==> config.mk <==
export PLATFORM = sky130hd
export DESIGN_NAME = addr_gen_pipe
export DESIGN_NICKNAME = d
export VERILOG_FILES = /design/src/rtl/addr_gen_pkg.sv /design/src/rtl/addr_gen_pipe_stage.sv /design/src/rtl/addr_gen_pipe.sv
export SDC_FILE = /design/constraint.sdc
export NUM_CORES = 1
export LEC_CHECK = 0
export BUFFER_PORTS_ARGS = -buffer_cell sky130_fd_sc_hd__buf_2
export CORE_MARGIN = 2
export CORE_UTILIZATION = 52
export CTS_BUF_LIST = sky130_fd_sc_hd__clkbuf_16
export CTS_CLUSTER_DIAMETER = 80
export DETAILED_ROUTE_END_ITERATION = 8
export PLACE_DENSITY_LB_ADDON = 0.15
export SYNTH_ARGS = -nofsm -noshare
export SYNTH_HDL_FRONTEND = slang
export SYNTH_SLANG_ARGS = --single-unit
==> constraint.sdc <==
create_clock -name Clk -period 2.55 [get_ports Clk]
set_input_delay 0.255 -clock Clk [delete_from_list [all_inputs] [get_ports Clk]]
set_output_delay 0.255 -clock Clk [all_outputs]
set_load 0.05 [all_outputs]
==> src/rtl/addr_gen_pkg.sv <==
// Shared select encodings and offset field widths for the effective-address pipeline.
package addr_gen_pkg;

    typedef enum logic [1:0] {
        OFF11 = 2'b00,
        OFF9  = 2'b01,
        OFF6  = 2'b10,
        ZERO  = 2'b11
    } addr2_sel_t;

    typedef enum logic {
        SEL_PC  = 1'b0,
        SEL_REG = 1'b1
    } addr1_sel_t;

    localparam int OFF11_W = 11;
    localparam int OFF9_W  = 9;
    localparam int OFF6_W  = 6;

endpackage

==> src/rtl/addr_gen_pipe_stage.sv <==
// One valid/ready register slice. A beat transfers on in_valid && in_ready, and in_ready is
// high when the slice is empty or its own beat leaves this cycle (out_valid && out_ready).
module pipe_stage
    import addr_gen_pkg::*;
#(
    parameter int W = 16
) (
    input  logic         clk,
    input  logic         rst,
    input  logic         flush,
    input  logic         in_valid,
    output logic         in_ready,
    input  logic [W-1:0] in_data,
    output logic         out_valid,
    input  logic         out_ready,
    output logic [W-1:0] out_data
);

    assign in_ready = !out_valid || out_ready;

    // Flush only drops the valid bit; the payload register keeps its last value.
    always_ff @(posedge clk or posedge rst) begin
        if (rst) begin
            out_valid <= 1'b0;
            out_data  <= '0;
        end else if (flush) begin
            out_valid <= 1'b0;
        end else if (in_ready) begin
            out_valid <= in_valid;
            if (in_valid) begin
                out_data <= in_data;
            end
        end
    end

endmodule

==> src/rtl/addr_gen_pipe.sv <==
// Two-stage effective-address generator: stage 1 latches base and sign-extended offset,
// stage 2 latches their wrap-around sum.
module addr_gen_pipe
    import addr_gen_pkg::*;
#(
    parameter int WIDTH      = 16,
    parameter int ADDR2_SELW = 2
) (
    input  logic                  Clk,
    input  logic                  Reset,
    input  logic                  flush,
    input  logic                  in_valid,
    output logic                  in_ready,
    input  logic [15:0]           ir,
    input  logic [WIDTH-1:0]      pc,
    input  logic [WIDTH-1:0]      base_reg,
    input  logic                  addr1_sel,
    input  logic [ADDR2_SELW-1:0] addr2_sel,
    output logic                  out_valid,
    input  logic                  out_ready,
    output logic [WIDTH-1:0]      addr_out
);

    logic [WIDTH-1:0]   base;
    logic [WIDTH-1:0]   offset;
    logic [WIDTH-1:0]   sum;
    logic [2*WIDTH-1:0] s1_data;
    logic               s1_valid;
    logic               s1_ready;
    logic               s2_ready;
    logic               unused_ir;

    assign unused_ir = ^ir[15:OFF11_W];

    assign base = (addr1_sel_t'(addr1_sel) == SEL_REG) ? base_reg : pc;

    always_comb begin
        offset = '0;
        case (addr2_sel_t'(addr2_sel[1:0]))
            OFF11: offset = {{(WIDTH-OFF11_W){ir[OFF11_W-1]}}, ir[OFF11_W-1:0]};
            OFF9:  offset = {{(WIDTH-OFF9_W){ir[OFF9_W-1]}}, ir[OFF9_W-1:0]};
            OFF6:  offset = {{(WIDTH-OFF6_W){ir[OFF6_W-1]}}, ir[OFF6_W-1:0]};
            ZERO:  offset = '0;
        endcase
    end

    // The flush cycle always reports ready; the beat offered then is dropped inside the slice.
    assign in_ready = s1_ready || flush;

    pipe_stage #(.W(2*WIDTH)) u_stage1 (
        .clk       (Clk),
        .rst       (Reset),
        .flush     (flush),
        .in_valid  (in_valid),
        .in_ready  (s1_ready),
        .in_data   ({base, offset}),
        .out_valid (s1_valid),
        .out_ready (s2_ready),
        .out_data  (s1_data)
    );

    assign sum = s1_data[2*WIDTH-1:WIDTH] + s1_data[WIDTH-1:0];

    pipe_stage #(.W(WIDTH)) u_stage2 (
        .clk       (Clk),
        .rst       (Reset),
        .flush     (flush),
        .in_valid  (s1_valid),
        .in_ready  (s2_ready),
        .in_data   (sum),
        .out_valid (out_valid),
        .out_ready (out_ready),
        .out_data  (addr_out)
    );

endmodule

# Word level (Yosys, flattened, before mapping)
# Index checks and enable logic that the tools add are counted.
[totals]
wordCells = 25
regBits = 50
[op_classes]
n_eq_ne = 3
addsub = 1
n_reduce_logical = 10
n_bitwise = 1
n_mux = 6
[ops]
columns = ["cell", "n"]
rows = [
  ["one-hot mux 16 bit (4 select lines)", 1],
  ["adder 16 bit", 1],
  ["two-way mux 16 bit", 1],
  ["AND reduction 3 bit", 2],
  ["equality test 2 bit, second input constant", 2],
  ["two-way mux 1 bit", 4],
  ["nonzero test 2 bit", 2],
  ["logical OR 1 bit", 3],
  ["equality test 2 x 1 -> 1 bit, second input constant", 1],
  ["zero test 1 bit", 2],
  ["zero test 2 bit", 1],
  ["inverter 1 bit", 1],
]

# Longest topological paths before layout
[logic_depth]
depth_word = 5
mapped_depth = 7
mapped_depth_nobuf = 7

# Modules after synthesis
# A second synthesis with hierarchy kept.
[unflattened]
cells_unflattened = 241
area_unflattened_um2 = 2960.3
[by_module_without_submodules]
columns = ["module", "n_inst", "cells_per_inst", "area_per_inst_um2", "seq_area_each_um2"]
rows = [
  ["pipe_stage (u_stage1)", 1, 74, 1267.5, 825.8],
  ["addr_gen_pipe", 1, 127, 1024.7, 0.0],
  ["pipe_stage (u_stage2)", 1, 40, 668.1, 425.4],
]

# Worst setup path after synthesis
# OpenSTA, ideal clock, no wires.
[synth_path]
path_type = "flip-flop to flip-flop"
start = "reg u_stage1.out_data[15]"
end = "reg u_stage2.out_data[15]"
period_less_slack_ns = 2.100
setup_time_ns = 0.131
stages_incl_launch_ff = 8
path_slack_ns = 0.450
arrival_time_ns = 1.968
path_cell_list = "dfrtp_1 > ha_1 > buf_6 > a21o_1 > o21bai_4 > a221o_1 > o21ai_1 > or3b_1"
[synth_via]
elab_chain_cells = 1
[synth_lines]
columns = ["item", "line_no", "text"]
rows = [
  ["from (decl)", "addr_gen_pipe_stage.sv:16", "output logic [W-1:0] out_data"],
  ["from (signal assigned)", "addr_gen_pipe_stage.sv:31", "out_data <= in_data;"],
  ["adder 16 bit", "addr_gen_pipe.sv:62", "assign sum = s1_data[2*WIDTH-1:WIDTH] + s1_data[WIDTH-1:0];"],
  ["to (signal assigned)", "addr_gen_pipe_stage.sv:31", ""],
  ["to (decl)", "addr_gen_pipe_stage.sv:16", ""],
]
# Every way passes these cells.
# A chain may end at the register's enable or synchronous reset.

# Worst setup path in the final report
# Ends and elaborated chain as after synthesis.

==> results.tsv <==
metric	value	unit
Initial Util	0.532	
dpl hpwl	4170	µm
cell area after synthesis	0.00266	mm²
Synth top area share	0.423	
kind of critical path	flop to flop	
cell family with most CP delay	compound AO/OA/AOI/OAI gates	
clk_lat worst skew	0.28	ns
worst clock skew	0.00472	ns
detailed-route wire length per cell	12.5	µm
Post-synth EDFFs	0	
Final Power	0.00262	W
Multi-input gate area	0.00145	mm²
CTS tree	done	
Yosys cell types	44	
antenna violations before repair	0	
Worst-path clk slew	0.06	ns
status	completed	
DRC Markers	0	
critical path capture point type	flop	
measured slew at the worst slew-check pin	0.604	ns
initial detailed-routing violation count	64	
synth warn	0	
vias in the first global route	2038	
Routed WL	5380	µm
layout cell share with drive strength beyond 1	0.240	
WHS Path Cells	2	
flop-to-flop setup slack	0.31	ns
Slowest cell on crit path	dfrtp_1	
remaining antenna violation count after routing	0	
fin crit period	2.24	ns
core area	0.00501	mm²
Row Count	26	
Bufs on Longest Clock Path	2	
PwrDens	819	mW/mm²
FF+latch count, synth	45	
fillers	474	
Placed Instances	420	
Die H	75.6	µm
Worst R2R End	u_stage2.out_data[15]	
fin nets	430	
DIE WIDTH	75.6	µm
WP buf/inv	0	
H-Tree Depth	2	
CTS Hold Buffers Added	1	
TritonCTS Sinks	45	
TritonCTS Buffers	5	
Syn Nets	365	
period utilisation layout	0.879	
Crit path largest cell delay	0.47	ns
final count of pins violating max slew	0	
fmax	0.446	GHz
Worst R2R Start	u_stage1.out_data[15]	
die area	0.00571	mm²
Rel. slew slack	0.595	
Finished Layout Cells	429	
routability-driven placement congestion ratio	0.852	
TritonRoute pass-1 iters	4	
first-pass GRT wire length	9040	µm
Gate Count Post-Synth	293	
Final Hold Vio Count	0	
Crit Path Max Fanout	9	
Synth area leader	dfrtp_1	
leakage power	1.65	nW
postcts setup bufs	0	
Hold EP	u_stage2.out_valid	
Mean Syn Cell Area	9.09	µm²
Synth async-reset ratio	1.00	
top-count cell post-synth	nand2_1	
Sequential Area	0.00113	mm²
Max VDD drop	408	µV
Synth area leaders	dfrtp_1 (42%), nand2_1 (9.0%), o21ai_0 (7.5%)	
largest net degree at the start of global routing	55	
CP required	2.71	ns
total number of vias	2213	
top_reg_cell synth	dfrtp_1	
clock root cell	clkbuf_16	
GR Overflow Total	0	
hold_sp	flush	
Total GRT Usage	0.207	
IO Port Bufs	68	
setup_tns	0	ns
Ports	74	
post_cts resized	0	
number of max-cap violations	0	
RSZ-0062 raised after global routing	false	
setup violators final	0	
sequential share of the synthesized area	0.423	
R2R depth	6	
Worst setup SP type	flop	
Hold Path Class	input port to flop	
arrival time worst endpoint	2.40	ns
Area growth syn-to-layout	20.2	%
# diodes	0	
cells along the critical path	ha_1, a21o_1, o21bai_4, a221o_1, o21ai_1, or3b_1	
Vias/cell	5.16	
Post-synth top cells	nand2_1 (64), dfrtp_1 (45), o21ai_0 (40), mux2i_1 (18)	
state kept, by name (all words and copies together), names as in the netlist:
signal	flops
u_stage1.out_valid	1
u_stage1.out_data	27
u_stage2.out_data	16
u_stage2.out_valid	1
where the power goes:
part / internal (W) / switching, W
clock: 0.000354 / 0.000252
combinational: 0.000327 / 0.000731
sequential: 0.000869 / 0.0000890
how the worst max path moves through the flow:
stage                                startpoint                    end  slack, ns  cells past startpoint
after global placement    u_stage1.out_data[15]  u_stage2.out_data[15]       0.35                      6
final                     u_stage1.out_data[15]  u_stage2.out_data[15]       0.31                      6
after floorplan           u_stage1.out_data[15]  u_stage2.out_data[15]       0.45                      7
after CTS                 u_stage1.out_data[15]  u_stage2.out_data[15]       0.32                      6
after detailed placement  u_stage1.out_data[15]  u_stage2.out_data[15]       0.35                      6
after global routing      u_stage1.out_data[15]  u_stage2.out_data[15]       0.21                      6
worst register-to-register path: cells and delay by family (launching register included):
kind / cells / cell delay (ns)
compound gates: 4 / 0.87
flops: 1 / 0.47
fa+ha+maj: 1 / 0.45
simple gates: 1 / 0.34
routing by layer:
| layer | track usage | vias to the layer above | part of all wire |
|---|---|---|---|
| met5 | 0 | - | 0 |
| met4 | 0.0643 | 0 | 0.011 |
| met3 | 0.0397 | 5 | 0.043 |
| met2 | 0.334 | 54 | 0.45 |
| met1 | 0.282 | 978 | 0.49 |
| li1 | - | 1176 | - |
cells in the final DEF, fill, tap and decap left out, types with 2 or more instances in the layout:
master and count:
buf_2 68, o21ai_0 40, xnor2_1 2, a21o_1 8
o21ai_1 2, a21oi_1 15, mux2i_1 18, inv_1 3
o21a_1 2, dfrtp_1 45, xor2_1 7, nor3_1 4
nor2_1 10, and2_1 2, nand4_1 5, nand3_1 4
a41oi_1 2, nand2_1 64, buf_4 4, o211ai_1 2
a221o_1 2, o2111a_1 3, clkinv_1 3, ha_1 15
a31oi_1 4, clkbuf_16 5
final cells by class:
class	instances	share of cell area
clock inverters	3	0.00391
well taps	70	0.0274
repair buffers	73	0.119
clock buffers	5	0.0391
multi-input cells	229	0.454
inverters	4	0.00469
flip-flops and latches	45	0.352
through the flow:
| stage | utilization | hold WS, ns | setup WS, ns | instance area [µm²] |
|---|---|---|---|---|
| after floorplan | - | 0.321 | 0.450 | 2660 |
| after global placement | 0.609 | 0.274 | 0.348 | 3050 |
| after detailed placement | 0.609 | 0.281 | 0.346 | 3050 |
| after CTS | 0.639 | 0.173 | 0.323 | 3200 |
| after global routing | 0.639 | 0.189 | 0.207 | 3200 |
| final | 0.639 | 0.184 | 0.308 | 3200 |
logic make-up after synthesis:
family / share of synthesized area
and+or+nand+nor: 0.170
AOI/OAI and AO/OA: 0.201
DFF: 0.423
buffers and inverters: 0.0315
muxes: 0.0676
adders and majority gates: 0.0780
xor gates and xnor gates: 0.0296
(Power assumes the default switching activity.)
